<file path="src/rtl/vga_frame_ctrl.sv">
`default_nettype none
// ============================================================================
// Module      : vga_frame_ctrl
// Description : Per-frame update window opened on each v_sync rising edge,
//               with a round-robin arbiter feeding the mole mask and cursor.
// Revision    : 1.0 - initial release
// ============================================================================
module vga_frame_ctrl #(
    parameter int BLANK_CYCLES = 64
) (
    input  logic        clk,
    input  logic        rst_n,
    input  logic        v_sync,
    input  logic        req_a,
    input  logic [8:0]  data_a,
    input  logic        req_b,
    input  logic [10:0] data_b_x,
    input  logic [9:0]  data_b_y,
    output logic        ack_a,
    output logic        ack_b,
    output logic [8:0]  mole_mask,
    output logic [10:0] cursor_x,
    output logic [9:0]  cursor_y,
    output logic        frame_tick,
    output logic [15:0] frame_cnt,
    output logic        in_window
);

    localparam logic [0:0] c_IDLE  = 1'b0;
    localparam logic [0:0] c_BLANK = 1'b1;
    localparam logic [7:0] c_LAST  = 8'(BLANK_CYCLES - 1);

    logic [0:0]  r_state;
    logic [7:0]  r_win_cnt;
    logic        r_rr;
    logic        r_vsync_d;
    logic        r_ack_a;
    logic        r_ack_b;
    logic        r_frame_tick;
    logic [15:0] r_frame_cnt;
    logic [8:0]  r_mole_mask;
    logic [10:0] r_cursor_x;
    logic [9:0]  r_cursor_y;

    logic w_rise;
    logic w_closing;
    logic w_grant_ok;
    logic w_elig_a;
    logic w_elig_b;
    logic w_grant_a;
    logic w_grant_b;

    assign w_rise     = v_sync & ~r_vsync_d;
    // No grant on the closing edge: its ack would land after the window shut.
    assign w_closing  = (r_state == c_BLANK) && (r_win_cnt == c_LAST) && !w_rise;
    assign w_grant_ok = (r_state == c_BLANK) && !w_closing;
    assign w_elig_a   = req_a & ~r_ack_a;
    assign w_elig_b   = req_b & ~r_ack_b;
    assign w_grant_a  = w_grant_ok & w_elig_a & (~w_elig_b | ~r_rr);
    assign w_grant_b  = w_grant_ok & w_elig_b & (~w_elig_a |  r_rr);

    always_ff @(posedge clk) begin
        if (!rst_n) begin
            r_state      <= c_IDLE;
            r_win_cnt    <= 8'd0;
            r_rr         <= 1'b0;
            r_vsync_d    <= 1'b1;
            r_ack_a      <= 1'b0;
            r_ack_b      <= 1'b0;
            r_frame_tick <= 1'b0;
            r_frame_cnt  <= 16'd0;
            r_mole_mask  <= 9'd0;
            r_cursor_x   <= 11'd0;
            r_cursor_y   <= 10'd0;
        end else begin
            r_vsync_d    <= v_sync;
            r_frame_tick <= w_rise;
            r_ack_a      <= w_grant_a;
            r_ack_b      <= w_grant_b;

            if (w_grant_a) begin
                r_mole_mask <= data_a;
                r_rr        <= 1'b1;
            end
            if (w_grant_b) begin
                r_cursor_x <= data_b_x;
                r_cursor_y <= data_b_y;
                r_rr       <= 1'b0;
            end

            if (w_rise) begin
                r_frame_cnt <= r_frame_cnt + 16'd1;
                r_state     <= c_BLANK;
                r_win_cnt   <= 8'd0;
            end else if (r_state == c_BLANK) begin
                if (r_win_cnt == c_LAST) begin
                    r_state   <= c_IDLE;
                    r_win_cnt <= 8'd0;
                end else begin
                    r_win_cnt <= r_win_cnt + 8'd1;
                end
            end
        end
    end

    assign ack_a      = r_ack_a;
    assign ack_b      = r_ack_b;
    assign mole_mask  = r_mole_mask;
    assign cursor_x   = r_cursor_x;
    assign cursor_y   = r_cursor_y;
    assign frame_tick = r_frame_tick;
    assign frame_cnt  = r_frame_cnt;
    assign in_window  = (r_state == c_BLANK);

endmodule
`default_nettype wire
</file>
<file path="config.mk">
export PLATFORM = sky130hd
export DESIGN_NAME = vga_frame_ctrl
export DESIGN_NICKNAME = d
export VERILOG_FILES = /design/src/rtl/vga_frame_ctrl.sv
export SDC_FILE = /design/constraint.sdc
export NUM_CORES = 1
export LEC_CHECK = 0
export BUFFER_PORTS_ARGS = -buffer_cell sky130_fd_sc_hd__buf_2
export CAP_MARGIN = 5
export CORE_MARGIN = 2
export CORE_UTILIZATION = 45
export CTS_BUF_LIST = sky130_fd_sc_hd__clkbuf_4
export DETAILED_ROUTE_END_ITERATION = 16
export PLACE_DENSITY = 0.75
export SLEW_MARGIN = 5
export SYNTH_ARGS = -nofsm -noshare
export SYNTH_HDL_FRONTEND = slang
export SYNTH_SLANG_ARGS = --single-unit
export TNS_END_PERCENT = 20
</file>
<file path="constraint.sdc">
create_clock -name clk -period 1.4 [get_ports clk]
set_input_delay 0.14 -clock clk [delete_from_list [all_inputs] [get_ports clk]]
set_output_delay 0.14 -clock clk [all_outputs]
set_load 0.01 [all_outputs]
</file>
==> flow_summary.json, run 1 <==
{
  "dpl_cell_area_um2": 3220,
  "pwr-share-seq_pct": 48.4,
  "antenna_cells": 0,
  "numCtsBuffers": 9,
  "firstDrtPassIters": 4,
  "grt_pass1_wl_um": 10500,
  "clockBufferDepth": 2,
  "rsz0062_at_grt": "yes",
  "slew_headroom_pct": 68.7,
  "yosysUniqueCellTypes": 37,
  "clk_pin_slew_worst_paths_ns": 0.10,
  "max_freq_ghz": 0.625,
  "max_cap_violations": 0,
  "place_congestion": 0.797,
  "dp_cells": 449,
  "synth_edf_count": 0,
  "grt_pass1_vias": 2391,
  "layout-drive-gt1-share_pct": 35.7,
  "combinationalPowerShare_pct": 9.1,
  "die_area_um2": 6230,
  "leakagePower_uw": 0.00172,
  "cp_data_arrival_time_ns": 1.88,
  "fin_worst_skew_ns": 0.0121,
  "violations": "setup timing",
  "clockPowerShare_pct": 42.5,
  "min_period_ns": 1.60,
  "core_area_um2": 5470,
  "ys.flop_type": "dfxtp_1",
  "synthCells": 277,
  "synthesis.nets": 314,
  "syn_avg_cell_area_um2": 9.12,
  "cts_tree": "yes",
  "setup_slack_ns": -0.201,
  "wire_per_inst_um": 12.9,
  "via_count": 2471,
  "areaGrowthSynthToFinish_pct": 51.8,
  "dp_hpwl_um": 4040,
  "setup_violations": 35,
  "final_cells": 501,
  "synth-seq-cells": 60,
  "drt_wl_total_um": 6480,
  "total_power_uw": 3620,
  "finalCritPeriodShare_pct": 114,
  "postRouteAntennaNets": 0,
  "seq_area_frac_synth_pct": 47.6,
  "maxSlewViolCount": 0,
  "power_density_nw_per_um2": 943,
  "tns_ns": -4.14,
  "post-place-ws_ns": -0.469,
  "synth_area_um2": 2520,
  "critPathLaunchType": "flop",
  "rows": 27,
  "async_flop_share_pct": 0,
  "worst-path-max-fanout": 6,
  "grt_max_degree": 68,
  "endpoint_kind": "flop",
  "grt-ovfl-total": 0,
  "ff2ff_setup_slack_ns": -0.20,
  "hold_path.class": "input pin to flop",
  "required_ns": 1.68,
  "drcViolationCount": 0,
  "drt_iter0_drc": 128,
  "yosys_warnings": 0,
  "io_pins": 85,
  "switching_share_pct": 21.9,
  "cts-root-buf": "clkbuf_4",
  "port_buffers": 84,
  "postLayoutCellArea_um2": 3830,
  "viasPerCell": 4.93,
  "p_sw_uw": 792,
  "tightest_slew_ns": 0.468,
  "die_h_um": 78.9,
  "internal_power_uw": 2820,
  "htree_levels": 3,
  "ir_worst_vdd_mv": 0.533,
  "status": "finished with violations",
  "nNetsFinal": 461,
  "cts.sinks": 60,
  "hold_violations": 0,
  "die_w_um": 78.9,
  "antenna_found_initial": 0,
  "grt_use_total_pct": 21.6,
  "clk_latency_ns": 0.39,
  "start_util_pct": 46.1,
  "worst-setup-path-type": "flop to flop"
}
synthesized netlist by cell type, drive strengths merged, types with 2 or more instances:
| library cell | n | area share, % |
|---|---|---|
| mux2i | 35 | 14 |
| nor3b | 2 | 0.79 |
| xnor2 | 10 | 3.5 |
| dfxtp | 60 | 48 |
| nor4 | 5 | 1.8 |
| xor2 | 4 | 1.4 |
| a21oi | 6 | 1.2 |
| ha | 2 | 0.99 |
| nand4 | 6 | 1.5 |
| o21ai | 3 | 0.59 |
| or3 | 3 | 0.74 |
| buf | 4 | 1.5 |
| nand2b | 5 | 1.2 |
| nor3 | 5 | 1.9 |
| nand2 | 76 | 11 |
| nand3 | 7 | 1.4 |
| nor2 | 21 | 3.1 |
| clkbuf | 8 | 1.2 |
worst paths after layout:
kind                 from           to  depth (start not counted)
max          r_win_cnt[0]  cursor_x[4]                          8
min                v_sync    r_vsync_d                          3
max reg2reg  r_win_cnt[0]  cursor_x[4]                          8
min reg2reg   cursor_x[7]  cursor_x[7]                          2
per-stage QoR:
step                      hold WS [ns]  util, %
after floorplan                  0.241        -
after global placement           0.385     58.8
after detailed placement         0.386     58.8
after CTS                       0.0513     69.8
after global routing            0.0598     70.1
final                           0.0706     70.1
critical path, cell delays in order, from the launching register on:
cell	delay (ns)
dfxtp_2	0.37
ha_4	0.14
nand4_1	0.16
nor3_4	0.24
buf_6	0.13
nor3_4	0.04
buf_6	0.15
buf_12	0.13
mux2i_1	0.11
flip-flops by register name, summed over array words and instances (netlist names):
signal      count
r_rr            1
r_vsync_d       1
cursor_y       10
cursor_x       11
ack_b           1
r_win_cnt       8
ack_a           1
frame_tick      1
frame_cnt      16
mole_mask       9
in_window       1
kinds of logic (layout without fill, tap and decap cells):
logic type,count (synthesis),in the layout,share of synthesized area (%)
AO/OA/AOI/OAI,14,14,3.27
XOR/XNOR,14,14,4.86
adder cells (fa/ha/maj),2,2,0.991
buffers and inverters,14,166,3.02
flip-flops,60,60,47.6
multiplexers,35,35,13.9
AND/OR/NAND/NOR,138,138,26.4
placed cells by master, fill, tap and decap left out, drive strengths merged, types with 2 or more instances in the layout:
cell         count
nand4            6
xor2             4
xnor2           10
ha               2
o21ai            3
buf            117
nand2b           5
clkinv           4
or3              3
nor4             5
mux2i           35
nand3            7
a21oi            6
nand2           76
dfxtp           60
nor3b            2
bufinv           3
clkbuf          10
nor2            21
dlygate4sd3     31
nor3             5
layer usage:
metal	routed length [µm]	up-vias	track usage [%]
li1	-	1230	-
met1	2730	1151	25.3
met2	3280	82	36.8
met3	392	8	7.39
met4	82	0	7.93
met5	0	-	0
power groups by stage:
stage | logic, µW | registers (µW) | clock network, µW
finish | 328 | 1750 | 1540
global route | 359 | 1750 | 1630
CTS | 323 | 1750 | 1560
detailed placement | 242 | 1790 | 0
global placement | 236 | 1790 | 0
floorplan | 120 | 1800 | 0
cell type report:
type                       count  area [µm²]
clock buffer                  10        75.1
inverter                       2        7.51
multi-input combinational    203        1300
sequential                    60        1210
tap                           72        90.1
clock inverter                 6         103
timing repair buffer         148        1050
fill                         429        1640
repair_timing:
action	CTS	global route
setup endpoints to repair	40	49
hold buffers	31	0
buffers inserted	5	0
pin swaps	6	3
resized for setup	13	6
cloned	1	0
endpoints found under the hold margin	31	0
No activity file was read; power rests on OpenSTA's default activity.
==> run 2, diff against run 1 <==
--- a/config.mk
+++ b/config.mk
@@ -11,7 +11,7 @@
 export CORE_UTILIZATION = 45
 export CTS_BUF_LIST = sky130_fd_sc_hd__clkbuf_4
 export DETAILED_ROUTE_END_ITERATION = 16
-export PLACE_DENSITY = 0.75
+export PLACE_DENSITY = 0.73
 export SLEW_MARGIN = 5
 export SYNTH_ARGS = -nofsm -noshare
 export SYNTH_HDL_FRONTEND = slang
==> constraint.sdc (replaced) <==
create_clock -name clk -period 1.66 [get_ports clk]
set_input_delay 0.166 -clock clk [delete_from_list [all_inputs] [get_ports clk]]
set_output_delay 0.166 -clock clk [all_outputs]
set_load 0.01 [all_outputs]
==> run 2 against run 1 <==
  * The run now ends clean
  * Clock skew is essentially flat
  * Worst hold slack lost 0.036 ns
  * First-iteration DRC count shrank 16%
  * Core utilization shrank 3.4 points
  * Total power shrank 16%
  * Largest cell class unchanged
  * Highest routed layer unchanged
==> flow_summary.json, run 2 (synthesis results as in run 1) <==
{
  "rsz0062_at_grt": "yes",
  "wire_per_inst_um": 12.2,
  "port_buffers": 84,
  "power_density_nw_per_um2": 834,
  "rows": 27,
  "switching_share_pct": 22.4,
  "grt_use_total_pct": 20.4,
  "grt_max_degree": 62,
  "clockBufferDepth": 2,
  "tightest_slew_ns": 0.515,
  "drt_wl_total_um": 5930,
  "worst-setup-path-type": "flop to flop",
  "clk_pin_slew_worst_paths_ns": 0.10,
  "antenna_found_initial": 0,
  "firstDrtPassIters": 4,
  "critPathLaunchType": "flop",
  "crit_chain": "or3b_4 > nor3_4 > nor3_4 > buf_12 > mux2i_1",
  "viasPerCell": 4.81,
  "cp_slowest_cell": "or3b_4",
  "largest_reg_flops": 16,
  "dp_cells": 438,
  "endpoint_kind": "flop",
  "cp_data_arrival_time_ns": 1.86,
  "layout-drive-gt1-share_pct": 30.8,
  "utilization_pct": 66.7,
  "multi_input_area_um2": 1260,
  "min_period_ns": 1.58,
  "status": "completed",
  "total_power_uw": 3040,
  "cts-root-buf": "clkbuf_4",
  "worst_path_most_repeated_cell": "nor3_4",
  "leakagePower_uw": 0.00161,
  "final_cells": 485,
  "fin_hold_ws_ns": 0.0342,
  "grt_pass1_vias": 2247,
  "layout_commonest_cell": "buf_2",
  "finalCritPeriodShare_pct": 95.1,
  "clk_latency_ns": 0.39,
  "grt-ovfl-total": 0,
  "io_pins": 85,
  "max_freq_ghz": 0.634,
  "hold_path.class": "input pin to flop",
  "pwr-share-seq_pct": 48.5,
  "start_util_pct": 46.1,
  "nNetsFinal": 445,
  "antenna_cells": 0,
  "fin_worst_skew_ns": 0.0123,
  "setup_violations": 0,
  "core_area_um2": 5470,
  "numCtsBuffers": 9,
  "final_cell_mix": "84 x buf_2, 76 x nand2_1, 59 x dfxtp_1, 35 x mux2i_1, 30 x dlygate4sd3_1",
  "internal_power_uw": 2360,
  "critical_path.top_delay_family": "simple AND/OR/NAND/NOR gates",
  "die_area_um2": 6230,
  "worst-path-buf-inv": 1,
  "drt_iter0_drc": 107,
  "dp_hpwl_um": 3720,
  "post-place-ws_ns": -0.201,
  "setup_slack_ns": 0.0817,
  "required_ns": 1.94,
  "p_sw_uw": 683,
  "drcViolationCount": 0,
  "maxSlewViolCount": 0,
  "worst-path-max-fanout": 11,
  "clockPowerShare_pct": 42.9,
  "fillers": 465,
  "grt_pass1_wl_um": 9960,
  "final-seq-area_um2": 1200,
  "place_congestion": 0.900,
  "ir_worst_vdd_mv": 0.478,
  "combinationalPowerShare_pct": 8.7,
  "die_w_um": 78.9,
  "postRouteAntennaNets": 0,
  "cts.sinks": 60,
  "hold_violations": 0,
  "areaGrowthSynthToFinish_pct": 44.5,
  "die_h_um": 78.9,
  "htree_levels": 3,
  "via_count": 2333,
  "slowest_delay_ns": 0.41,
  "cts_tree": "yes",
  "slew_headroom_pct": 65.6,
  "max_cap_violations": 0
}
[run 2: cell count changes in the layout (fill, tap and decap cells not counted), moves of 2 or more]
cell	change
a21oi_1	+2
buf_4	-12
dfxtp_2	-5
dfxtp_1	+5
buf_6	-3
a21oi_2	-2
[run 2: power groups by stage]
| stage | registers, µW | clock network, µW | logic [µW] |
|---|---|---|---|
| after global routing | 1480 | 1400 | 292 |
| after floorplan | 1520 | 0 | 100 |
| after CTS | 1480 | 1340 | 256 |
| after detailed placement | 1510 | 0 | 200 |
| after global placement | 1510 | 0 | 198 |
| final | 1480 | 1300 | 264 |
[run 2: area by class of cell]
class,count,share of cell area (%)
inverter,2,0.206
clock buffer,9,1.85
timing repair buffer,132,24.8
multi-input combinational,203,34.5
clock inverter,7,3.15
sequential,60,33.0
tap,72,2.47
[run 2: timing repair]
action | 4_1_cts | 5_1_grt
setup endpoints to repair | 10 | 32
pin swaps | 0 | 3
setup buffers | 0 | 1
endpoints found under the hold margin | 30 | 0
resized for setup | 1 | 1
hold buffers | 30 | 0
[run 2: worst paths after layout]
| path | cells past startpoint | start | slack [ns] | endpoint |
|---|---|---|---|---|
| setup / recovery | 5 | r_win_cnt[7] | 0.08 | cursor_y[4] |
| hold / removal | 3 | data_b_y[4] | 0.03 | cursor_y[4] |
| hold reg to reg | 2 | cursor_y[3] | 0.46 | cursor_y[3] |
| setup reg to reg | 5 | r_win_cnt[7] | 0.08 | cursor_y[4] |
[run 2: metrics by stage]
step | TNS (ns) | area [µm²]
after floorplan | 0 | 2520
after global placement | -1.48 | 3140
after detailed placement | -1.89 | 3140
after CTS | 0 | 3630
after global routing | -0.0122 | 3650
final | 0 | 3650
[run 2: routing by layer]
layer | vias to the layer above | share of wire, % | GRT usage (%) | wire (µm)
met1 | 1054 | 45 | 25.4 | 2700
met4 | 0 | 2.9 | 11.9 | 172
met3 | 16 | 5.3 | 5.57 | 316
met2 | 69 | 46 | 31.9 | 2750
li1 | 1194 | - | - | -
met5 | - | 0 | 0 | 0
[run 2: worst reg2reg max path: cells and delay by family (launching register included)]
| family | cells | cell delay [ns] |
|---|---|---|
| AND/OR/NAND/NOR | 3 | 0.84 |
| multiplexers | 1 | 0.12 |
| buffers and inverters | 1 | 0.18 |
| flip-flops | 1 | 0.34 |
==> run 3, diff against run 2 <==
==> constraint.sdc (replaced) <==
create_clock -name clk -period 1.66 [get_ports clk]
set_input_delay 0.083 -clock clk [delete_from_list [all_inputs] [get_ports clk]]
set_output_delay 0.083 -clock clk [all_outputs]
set_load 0.01 [all_outputs]
==> run 3 against run 2 <==
  * Global-route usage is 0.67 points higher
  * Combinational power rose by 2%
  * Final area decreased by 0.10%
  * Largest power group unchanged
  * Critical endpoint is now cursor_y[3]
  * Non-clock buffer count is 4 higher
  * Clock power down 22%
  * Worst hold slack better by 0.027 ns
  * Highest routed layer unchanged
  * Cell count rose by 0.82%
  * Flip-flop and latch count unchanged
  * Critical path type unchanged
  * Via count rose by 0.81%
==> flow_summary.json, run 3 (synthesis results as in run 1) <==
{
  "cp_slowest_cell": "or3b_4",
  "core_area_um2": 5470,
  "numCtsBuffers": 9,
  "nNetsFinal": 449,
  "grt-ovfl-total": 0,
  "pwr-share-seq_pct": 53.3,
  "switching_share_pct": 24.4,
  "fin_worst_skew_ns": 0.0111,
  "final_cell_mix": "84 x buf_2, 76 x nand2_1, 57 x dfxtp_1, 35 x mux2i_1, 32 x dlygate4sd3_1",
  "antenna_cells": 0,
  "rows": 27,
  "crit_path_start": "r_win_cnt[7]",
  "p_sw_uw": 675,
  "port_buffers": 84,
  "cts-root-buf": "clkbuf_4",
  "final-seq-area_um2": 1200,
  "dpl_cell_area_um2": 3140,
  "drt_iter0_drc": 113,
  "grt_pass1_vias": 2300,
  "worst_path_most_repeated_cell": "nor3_4",
  "r2r-start": "r_win_cnt[7]",
  "power_density_nw_per_um2": 760,
  "grt_pass1_wl_um": 10200,
  "drt_wl_total_um": 6090,
  "drcViolationCount": 0,
  "io_pins": 85,
  "rr_worst_depth": 5,
  "viasPerCell": 4.81,
  "clk_latency_ns": 0.40,
  "fillers": 444,
  "start_util_pct": 46.1,
  "firstDrtPassIters": 4,
  "max_cap_violations": 0,
  "clk_pin_slew_worst_paths_ns": 0.10,
  "min_period_ns": 1.61,
  "clockPowerShare_pct": 37.0,
  "maxSlewViolCount": 0,
  "worst-path-max-fanout": 11,
  "grt_use_total_pct": 21.1,
  "leakagePower_uw": 0.00162,
  "multi_input_area_um2": 1270,
  "dp_cells": 439,
  "required_ns": 1.98,
  "slowest_delay_ns": 0.41,
  "final_cells": 489,
  "total_power_uw": 2770,
  "worst-setup-path-type": "flop to flop",
  "layout-drive-gt1-share_pct": 31.9,
  "areaGrowthSynthToFinish_pct": 44.4,
  "crit_end": "cursor_y[3]",
  "htree_levels": 3,
  "internal_power_uw": 2090,
  "combinationalPowerShare_pct": 9.7,
  "layout_commonest_cell": "buf_2",
  "crit_chain": "or3b_4 > nor3_4 > nor3_4 > buf_12 > mux2i_1",
  "postRouteAntennaNets": 0,
  "worst-path-stages": 5,
  "reg2reg_to": "cursor_y[3]",
  "max_freq_ghz": 0.623,
  "via_count": 2352,
  "worst-path-buf-inv": 1,
  "largest_reg_flops": 16,
  "status": "completed",
  "cts_tree": "yes",
  "cts.sinks": 60,
  "die_area_um2": 6230,
  "critical_path.top_delay_family": "simple AND/OR/NAND/NOR gates",
  "ir_worst_vdd_mv": 0.593,
  "hold_path.class": "input pin to flop",
  "die_w_um": 78.9,
  "finalCritPeriodShare_pct": 96.7,
  "tightest_slew_ns": 0.475,
  "postLayoutCellArea_um2": 3640,
  "critPathLaunchType": "flop",
  "grt_max_degree": 48,
  "setup_violations": 0,
  "endpoint_kind": "flop",
  "dp_hpwl_um": 3880,
  "antenna_found_initial": 0,
  "rsz0062_at_grt": "yes",
  "die_h_um": 78.9,
  "place_congestion": 0.885,
  "cp_data_arrival_time_ns": 1.93,
  "clockBufferDepth": 2,
  "hold_violations": 0,
  "wire_per_inst_um": 12.4,
  "slew_headroom_pct": 68.3,
  "ff2ff_setup_slack_ns": 0.05
}
-- run 3: cell types whose count changed in the layout (fill, tap and decap cells not counted), sizes merged --
cell | before | now
buf | 102 | 104
bufinv | 3 | 1
clkbuf | 9 | 11
dlygate4sd3 | 30 | 32
-- run 3: final cells by class --
class | count | area share [%]
Tap cell | 72 | 2.47
Multi-Input combinational cell | 203 | 34.7
Sequential cell | 60 | 33.1
Clock inverter | 5 | 1.44
Inverter | 2 | 0.206
Clock buffer | 11 | 2.27
Timing Repair Buffer | 136 | 25.8
-- run 3: layer usage --
metal	up-vias	wire, µm	global-route usage (%)
li1	1203	-	-
met2	66	2970	34.6
met1	1074	2620	25.5
met3	9	435	6.36
met4	0	56	9.66
met5	-	0	0
-- run 3: power groups by stage --
stage	combinational (µW)	clock, µW	sequential [µW]
after floorplan	100	0	1520
after CTS	266	1040	1470
final	270	1020	1470
after detailed placement	203	0	1510
after global routing	299	1120	1480
after global placement	199	0	1510
-- run 3: how the worst min path moves through the flow --
stage                      from       endpoint  slack [ns]  cells after the start
floorplan                v_sync      r_vsync_d        0.18                      1
global placement    data_b_x[7]    cursor_x[7]        0.33                      3
detailed placement  data_b_y[5]    cursor_y[5]        0.34                      3
CTS                       rst_n  frame_cnt[12]        0.04                      3
global route              rst_n  frame_cnt[15]        0.06                      3
finish                    rst_n  frame_cnt[12]        0.06                      3
-- run 3: per-stage QoR --
stage / setup WS (ns) / util, % / hold slack [ns] / TNS [ns]
finish: 0.0543 / 66.6 / 0.0612 / 0
global route: -0.00441 / 66.6 / 0.0577 / -0.00441
CTS: 0.0424 / 66.3 / 0.0404 / 0
detailed placement: -0.234 / 57.5 / 0.338 / -1.98
global placement: -0.162 / 57.5 / 0.331 / -1.54
floorplan: 0.132 / - / 0.184 / 0
-- run 3: what timing repair did --
| action | in CTS | in global routing |
|---|---|---|
| endpoints found under the hold margin | 31 | 0 |
| pin swaps | 1 | 2 |
| setup buffers | 1 | 1 |
| gates resized for setup | 1 | 4 |
| endpoints found under the setup margin | 10 | 33 |
| hold buffers | 32 | 0 |
-- run 3: worst register-to-register path: cells and delay by family (launching register included) --
kind                   cells  cell delay, ns
buffers and inverters      1            0.18
DFF                        1            0.34
muxes                      1            0.17
and+or+nand+nor            3            0.85
